$ cat config.mk
export PLATFORM = sky130hd
export DESIGN_NAME = count_capture_fifo_flat
export DESIGN_NICKNAME = d
export VERILOG_FILES = /design/src/rtl/count_capture_fifo_if.sv /design/src/rtl/count_capture_fifo.sv /design/src/flat_wrapper.sv
export SDC_FILE = /design/constraint.sdc
export NUM_CORES = 1
export LEC_CHECK = 0
export CORE_MARGIN = 2
export CORE_UTILIZATION = 58
export CTS_CLUSTER_SIZE = 8
export DETAILED_ROUTE_END_ITERATION = 8
export PLACE_DENSITY = 0.8
export SLEW_MARGIN = 10
export SYNTH_ARGS = -nofsm -noshare
export SYNTH_HDL_FRONTEND = slang
export SYNTH_SLANG_ARGS = --single-unit
$ cat constraint.sdc
create_clock -name clk -period 5.8 [get_ports clk]
set_input_delay 0.58 -clock clk [delete_from_list [all_inputs] [get_ports clk]]
set_output_delay 0.58 -clock clk [all_outputs]
set_load 0.05 [all_outputs]
$ cat src/rtl/count_capture_fifo_if.sv
// Output stream of the count capture FIFO: {wrap, value} words over valid/ready.
interface count_capture_fifo_if #(
  parameter int WIDTH = 8
);
  logic [WIDTH:0] out_data;
  logic           out_valid;
  logic           out_ready;

  modport master (output out_data, output out_valid, input out_ready);
  modport slave  (input out_data, input out_valid, output out_ready);
endinterface

$ cat src/rtl/count_capture_fifo.sv
// Captures each new upstream counter value with a wrap tag into a small FWFT FIFO,
// with sticky overflow and a saturating count of captures lost while full.
module count_capture_fifo #(
  parameter int WIDTH  = 8,
  parameter int DEPTH  = 8,
  parameter int DROP_W = 8
) (
  input  logic                     clk,
  input  logic                     reset,
  input  logic [WIDTH-1:0]         count_in,
  input  logic                     enable,
  input  logic                     counter_valid,
  input  logic                     clear_overflow,
  count_capture_fifo_if.master     o_stream,
  output logic [$clog2(DEPTH):0]   level,
  output logic                     full,
  output logic                     overflow,
  output logic [DROP_W-1:0]        drop_count
);

  localparam int PTR_W = $clog2(DEPTH);
  localparam int LVL_W = PTR_W + 1;

  logic [WIDTH:0]       r_mem [DEPTH];
  logic [PTR_W-1:0]     r_wr_ptr;
  logic [PTR_W-1:0]     r_rd_ptr;
  logic [LVL_W-1:0]     r_level;
  logic                 r_have_last;
  logic [WIDTH-1:0]     r_last;
  logic                 r_overflow;
  logic [DROP_W-1:0]    r_drop_count;

  logic w_cap, w_wrap, w_valid, w_full, w_pop, w_push, w_drop;

  function automatic logic [DROP_W-1:0] sat_inc(input logic [DROP_W-1:0] v);
    return (&v) ? v : v + DROP_W'(1);
  endfunction

  assign w_cap   = counter_valid && enable && (!r_have_last || count_in != r_last);
  assign w_wrap  = r_have_last && (count_in < r_last);
  assign w_valid = (r_level != '0);
  assign w_full  = (r_level == LVL_W'(DEPTH));
  assign w_pop   = w_valid && o_stream.out_ready;
  // A full FIFO still accepts a capture when the head leaves on the same edge.
  assign w_push  = w_cap && (!w_full || w_pop);
  assign w_drop  = w_cap && w_full && !w_pop;

  always_ff @(posedge clk) begin
    if (w_push) r_mem[r_wr_ptr] <= {w_wrap, count_in};
  end

  always_ff @(posedge clk or posedge reset) begin
    if (reset) begin
      r_wr_ptr     <= '0;
      r_rd_ptr     <= '0;
      r_level      <= '0;
      r_have_last  <= 1'b0;
      r_last       <= '0;
      r_overflow   <= 1'b0;
      r_drop_count <= '0;
    end else begin
      // last tracks every capture, stored or dropped, so repeats are never recaptured.
      if (w_cap) begin
        r_last      <= count_in;
        r_have_last <= 1'b1;
      end
      if (w_push) r_wr_ptr <= r_wr_ptr + PTR_W'(1);
      if (w_pop)  r_rd_ptr <= r_rd_ptr + PTR_W'(1);
      if (w_push && !w_pop)      r_level <= r_level + LVL_W'(1);
      else if (!w_push && w_pop) r_level <= r_level - LVL_W'(1);
      // Clear takes effect first, so a same-edge drop restarts the count at one.
      if (w_drop) begin
        r_overflow   <= 1'b1;
        r_drop_count <= sat_inc(clear_overflow ? '0 : r_drop_count);
      end else if (clear_overflow) begin
        r_overflow   <= 1'b0;
        r_drop_count <= '0;
      end
    end
  end

  assign o_stream.out_valid = w_valid;
  assign o_stream.out_data  = w_valid ? r_mem[r_rd_ptr] : '0;
  assign level              = r_level;
  assign full               = w_full;
  assign overflow           = r_overflow;
  assign drop_count         = r_drop_count;

endmodule

$ cat src/flat_wrapper.sv
// flat-port wrapper written by rule: the top's interface ports become plain ports
module count_capture_fifo_flat 
#(
  parameter int WIDTH  = 8,
  parameter int DEPTH  = 8,
  parameter int DROP_W = 8
)
  (clk, reset, count_in, enable, counter_valid, clear_overflow, level, full, overflow, drop_count, o_stream_out_data, o_stream_out_valid, o_stream_out_ready);
  count_capture_fifo_if #(.WIDTH(WIDTH)) o_stream_i ();
  input  logic clk;
  input  logic reset;
  input  logic [WIDTH-1:0] count_in;
  input  logic enable;
  input  logic counter_valid;
  input  logic clear_overflow;
  output logic [$clog2(DEPTH):0] level;
  output logic full;
  output logic overflow;
  output logic [DROP_W-1:0] drop_count;
  output wire logic [$bits(o_stream_i.out_data)-1:0] o_stream_out_data;
  output wire logic [$bits(o_stream_i.out_valid)-1:0] o_stream_out_valid;
  input wire logic [$bits(o_stream_i.out_ready)-1:0] o_stream_out_ready;
  assign o_stream_out_data = o_stream_i.out_data;
  assign o_stream_out_valid = o_stream_i.out_valid;
  assign o_stream_i.out_ready = o_stream_out_ready;
  count_capture_fifo #(.WIDTH(WIDTH), .DEPTH(DEPTH), .DROP_W(DROP_W)) u_core (.clk(clk), .reset(reset), .count_in(count_in), .enable(enable), .counter_valid(counter_valid), .clear_overflow(clear_overflow), .o_stream(o_stream_i), .level(level), .full(full), .overflow(overflow), .drop_count(drop_count));
endmodule
* Word-level counts from Yosys, hierarchy flattened *
Memory sizes are Yosys's and may differ from the RTL's.
Index checks and enable logic that the tools add are counted.

cells by class
  eq/ne operators = 2
  reductions and logical operators = 19
  add/subtract/negate cells = 5
  magnitude comparators = 1
  multiplexer cells = 10

operators with widths
  operator             number
  $mux 8               3
  $logic_and 1x1->1    9
  $mux 9               1
  $add 8x1->8 const B  1
  $lt 8x8->1           1
  $mux 4               2
  $ne 8x8->1           1
  $reduce_and 8->1     1
  $add 3x1->3 const B  2
  $add 4x1->4 const B  1
  $eq 4x4->1 const B   1
  $logic_not 1->1      4
  $mux 1               4
  $reduce_bool 2->1    2
  $reduce_bool 4->1    1
  $sub 4x1->4 const B  1
  $logic_or 1x1->1     2

word-level totals
  output and inout bits = 24
  bits in writable memories = 72
  memories kept = 1
  flip-flop bits (word level) = 28

memory list
  name          depth  bits a word  read ports  clocked after Yosys merged registers in  wr ports  line                      text
  u_core.r_mem  8      9            1           0                                        1         count_capture_fifo.sv:24  logic [WIDTH:0] r_mem [DEPTH];

* Logic depth before layout (Yosys ltp) *
  depth in word-level cells = 8
  mapped depth = 14

* Least setup slack after synthesis *
OpenSTA, ideal clock, no wires.

  path kind = register to register
  from = register u_core.r_level[0] (netlist: u_core.level[0])
  to = register u_core.r_level[3] (netlist: u_core.level[3])
  path slack = 2.471 ns
  path buffers = 1
  period minus slack after synthesis = 3.329 ns
  stages on the path, launching flop included = 13
  arrival = 3.182 ns
  cell sequence = dfrtp_1 nor4b_4 nand2b_4 nor2b_1 buf_2 ha_1 inv_1 ha_1 a21o_2 a21oi_1 xnor2_1 nor2_1 xor2_1

on the way
  cells in the longest elaborated chain, start to end = 7
  elaborated cells between the ends (all ways) = 15
  those cells by class = 2 x add/sub; 1 x eq/ne; 2 x mux; 10 x reduce/logical

RTL lines
  item                         line                      text
  start: declaration           count_capture_fifo.sv:27  logic [LVL_W-1:0] r_level;
  start signal: assignment     count_capture_fifo.sv:69  if (w_push && !w_pop) r_level <= r_level + LVL_W'(1);
  start signal: assignment     count_capture_fifo.sv:70  else if (!w_push && w_pop) r_level <= r_level - LVL_W'(1);
  $eq 4x4->1 (*)               count_capture_fifo.sv:42  assign w_full = (r_level == LVL_W'(DEPTH));
  via full                     flat_wrapper.sv:17        output logic full;
  $logic_not 1->1 (*)          count_capture_fifo.sv:45  assign w_push = w_cap && (!w_full || w_pop);
  $logic_or 1x1->1 (*)         count_capture_fifo.sv:45
  $logic_and 1x1->1 (*)        count_capture_fifo.sv:45
  via u_core.w_push            count_capture_fifo.sv:33  logic w_cap, w_wrap, w_valid, w_full, w_pop, w_push, w_drop;
  $logic_not 1->1              count_capture_fifo.sv:70
  $logic_and 1x1->1            count_capture_fifo.sv:70
  $reduce_bool 2->1 (no line)  n/a

Mark *: on every way through the listed nets, which the timed path passes. The rest lies on a longest branch. The select of a mux whose other input is x is not followed.
A chain may end at the register's enable or synchronous reset.

* Worst setup path after layout *
  from = input port count_in[7]
  to = register u_core.r_level[3] (netlist: u_core.level[3])

on the way
  cells in the longest elaborated chain, start to end = 7
  elaborated cells between the ends (all ways) = 9
  those cells by class = 1 x eq/ne; 1 x mux; 7 x reduce/logical

RTL lines
  item                         line                      text
  start: declaration           flat_wrapper.sv:12        input logic [WIDTH-1:0] count_in;
  $ne 8x8->1 (*)               count_capture_fifo.sv:39  assign w_cap = counter_valid && enable && (!r_have_last || count_in != r_last);
  $logic_or 1x1->1 (*)         count_capture_fifo.sv:39
  $logic_and 1x1->1 (*)        count_capture_fifo.sv:39
  $logic_and 1x1->1 (*)        count_capture_fifo.sv:45
  $logic_not 1->1              count_capture_fifo.sv:70
  $logic_and 1x1->1            count_capture_fifo.sv:70
  $reduce_bool 2->1 (no line)  n/a

Mark *: on every way between the ends. The rest lies on a longest branch, timed or not.

==> results.toml <==
[run]
max_cap_violations = 0

[clocking]
cts.clk_slew.worst_paths_ns = 0.09
clkLatencyLatePin_ns = 0.35
cts_made_buffers = 9
post_cts_buffers = 0
cts_root_buf = "clkbuf_8"
clockBufferDepth = 2
ctsHoldBuffers = 0
cts_tree = "done"
postCtsResizedCells = 0
clkSinkCount = 100
htree_num_levels = 3

[floorplan]
start_util_pct = 60.12
io-pin-count = 38
fp.coreArea_um2 = 7253
die_x_um = 90.71
die-area_um2 = 8227
die_height_um = 90.71
rows = 31

[detailed_routing]
final_antenna_net_count = 0
first_iter_violations = 156
routed_wl_mm = 7.361
wl_met1_mm = 3.367
met3WireLength_um = 292
dr_wl_met2_mm = 3.592
vias_per_cell = 5.570
wl_per_cell_um = 17.78
drtPass1Iterations = 4
maxUsedRoutingLayer = "met4"
drcViolationCount = 0
dr_total_vias = 2306

[setup_path]
cp.arrival_ns = 3.68
critPathSlowestCell = "clkdlybuf4s50_1"
critical_path_class = "in -> reg"
critPathBufInv = 2
cp_max_fo = 10
r2r_end = "u_core.level[3]"
crit_chain = "clkdlybuf4s50_1 -> ha_1 -> nand3_1 -> o311ai_2 -> nor2b_1 -> ha_1 -> inv_1 -> ha_1 -> a21o_2 -> a21oi_1 -> xnor2_1 -> nor2_1 -> xor2_1"
path_common_cell = "ha_1"
endpoint_kind = "flop"
worst_path_dominant_cell_family = "adder cells"
reg2reg_setup_slack_ns = 2.88
r2r_start = "u_core.level[0]"
startpoint_type = "input port"
r2r_cells = 11
worstPathRequired_ns = 6.04
crit_path_max_incr_delay_ns = 0.72

[min_path]
hold_path_depth = 1
holdPathEnd = "u_core.r_last[1]"
hold_class = "reg -> reg"
min-delay-start = "u_core.r_last[1]"

[finish]
regArea_um2 = 2863
n_fill_cell = 504
fin_nets = 339
multiInputGateArea_um2 = 1420
n_antenna_cell = 0
final_cells = 414
layout-drive-gt1-share_pct = 17.46
area_delta_synth_final_pct = 16.70
finish.utilization_pct = 70.16

[timing]
tightest_slew_ns = 1.062
skew_ns = 0.009211
whs_ns = 0.5087
max_slew_margin_pct = 28.94
hold_viol = 0
max_freq_mhz = 290.7
fin_setup_tns_ns = 0
rsz0062_at_grt = "false"
timing.final.crit_share_pct = 59.30
setup_violations = 0
final.min_clock_period_ns = 3.440
maxSlewViolCount = 0

[logic_synthesis]
synth_seq_area_share_pct = 65.65
synth.distinct_cells = 39
ys_warn_count = 0
synthCells = 266
syn_area_um2 = 4360
yosysTopAreaCellShare_pct = 49.58
synthTopCellsByArea = "edfxtp_1 (50%), dfrtp_1 (16%), mux4_2 (9.3%)"
synth.ff_latch_count = 100
avgSynthCellArea_um2 = 16.39
synth_area_leader_cell = "edfxtp_1"
syn-num-nets = 295

[place]
io_buffer_count = 37
gp_congestion = 0.7674
place_inst = 398
dp_hpwl_mm = 4.995

[power_and_ir_drop]
power_density_nw_per_um2 = 468.7
p_leak_uw = 0.001831
ir_drop_mv = 0.1670
seq_power_share_pct = 40.9
p_int_uw = 1530
switchingPower_uw = 855.3
power_frac_clock_pct = 21.0
sw_frac_of_total_pct = 35.86
p_comb_share_pct = 38.1

[global_route]
antenna_found_initial = 0
grt_max_degree = 29
track_usage_pct = 19.49
grt_pass1_vias = 2374
overflow = 0
grt_pass1_wl_mm = 12.23

[outcome]
status = "complete, no violations"
-- sequential cells by signal (all words and copies together) (netlist names) --
register and flops:
u_core.r_mem 72, u_core.drop_count 8, u_core.r_last 8, u_core.level 4, u_core.r_rd_ptr 3, u_core.r_wr_ptr 3
u_core.overflow 1, u_core.r_have_last 1
-- layout make-up --
type | count | share of cell area, %
clock buffer | 13 | 3.319
clock inverter | 3 | 1.328
inverter | 12 | 0.8852
multi-input combinational | 146 | 27.91
sequential | 100 | 56.26
tap | 99 | 2.434
timing repair buffer | 41 | 7.868
-- power groups by stage --
stage                     registers [uW]  clock network (uW)  logic (uW)
after floorplan                      983                   0         665
after global placement               986                   0         906
after detailed placement             992                   0         919
after CTS                            976                 507         921
after global routing                 990                 535         975
final                                975                 500         910
-- routing by layer --
layer  vias to the layer above  GRT usage, %
li1                       1097             -
met5                         -             0
met2                        50         31.09
met4                         0         7.051
met1                      1150         27.60
met3                         9         3.088
-- worst max-delay path by stage --
stage,end,slack (ns),cells after the start,start
floorplan,u_core.level[3],2.47,12,u_core.level[0]
detailed placement,u_core.level[3],1.98,13,count_in[7]
finish,u_core.level[3],2.36,13,count_in[7]
global placement,u_core.level[3],2.09,13,count_in[7]
global route,u_core.level[3],2.13,13,count_in[7]
CTS,u_core.level[3],2.36,13,count_in[7]
-- through the flow --
step | total power (uW) | area [um2] | setup WS, ns
after floorplan | 1648 | 4360 | 2.471
after global placement | 1893 | 4846 | 2.093
after detailed placement | 1912 | 4846 | 1.979
after CTS | 2404 | 5082 | 2.362
after global routing | 2499 | 5089 | 2.128
final | 2385 | 5089 | 2.360
-- cell usage after synthesis --
cell type  instances
buf_2              3
xnor2_1           10
buf_4              1
o21a_1             2
nand2b_1           4
dfrtp_1           28
fa_1               1
xor2_1             3
ha_1              14
nor2_1            20
a21oi_1            2
edfxtp_1          72
nor4_4             2
clkbuf_2           1
nand2b_4           1
nand2_1           12
o21ai_0            4
o311ai_2           1
mux4_2            18
mux2i_1            9
a21o_2             1
nand3_1            4
a211oi_1           2
o22ai_1            1
nor4b_1            1
buf_1              1
nor3_1             6
inv_1             12
clkbuf_1           2
a31oi_1            2
mux2_1             1
nor4_1             1
mux2_2            10
and4b_1            1
nor2b_1            7
nand4_1            3
nor4_2             1
nor4b_4            1
and2_1             1
-- cell usage in the layout (no fill, tap or decap), types with 2 or more instances in the layout --
master and n:
nand4_1 3, buf_4 4, xor2_1 3, nor4_4 2
clkbuf_8 12, nand3_1 4, nand2b_1 4, inv_1 11
nor2b_1 7, clkdlybuf4s50_1 37, a211oi_1 2, edfxtp_1 72
bufinv_16 2, a31oi_1 2, nand2_1 12, nor3_1 6
mux2i_1 9, a21oi_1 2, nor2_1 20, o21a_1 2
dfrtp_1 28, ha_1 14, mux2_2 10, xnor2_1 10
o21ai_0 4, mux4_2 18
-- cells by family after synthesis --
logic type	synth area share [%]
AOI/OAI and AO/OA	2.382
adders and majority gates	4.476
buffers and inverters	1.922
and+or+nand+nor	8.752
xor gates and xnor gates	2.611
DFF	65.65
muxes	14.20
Power figures use the tool's default switching activity.
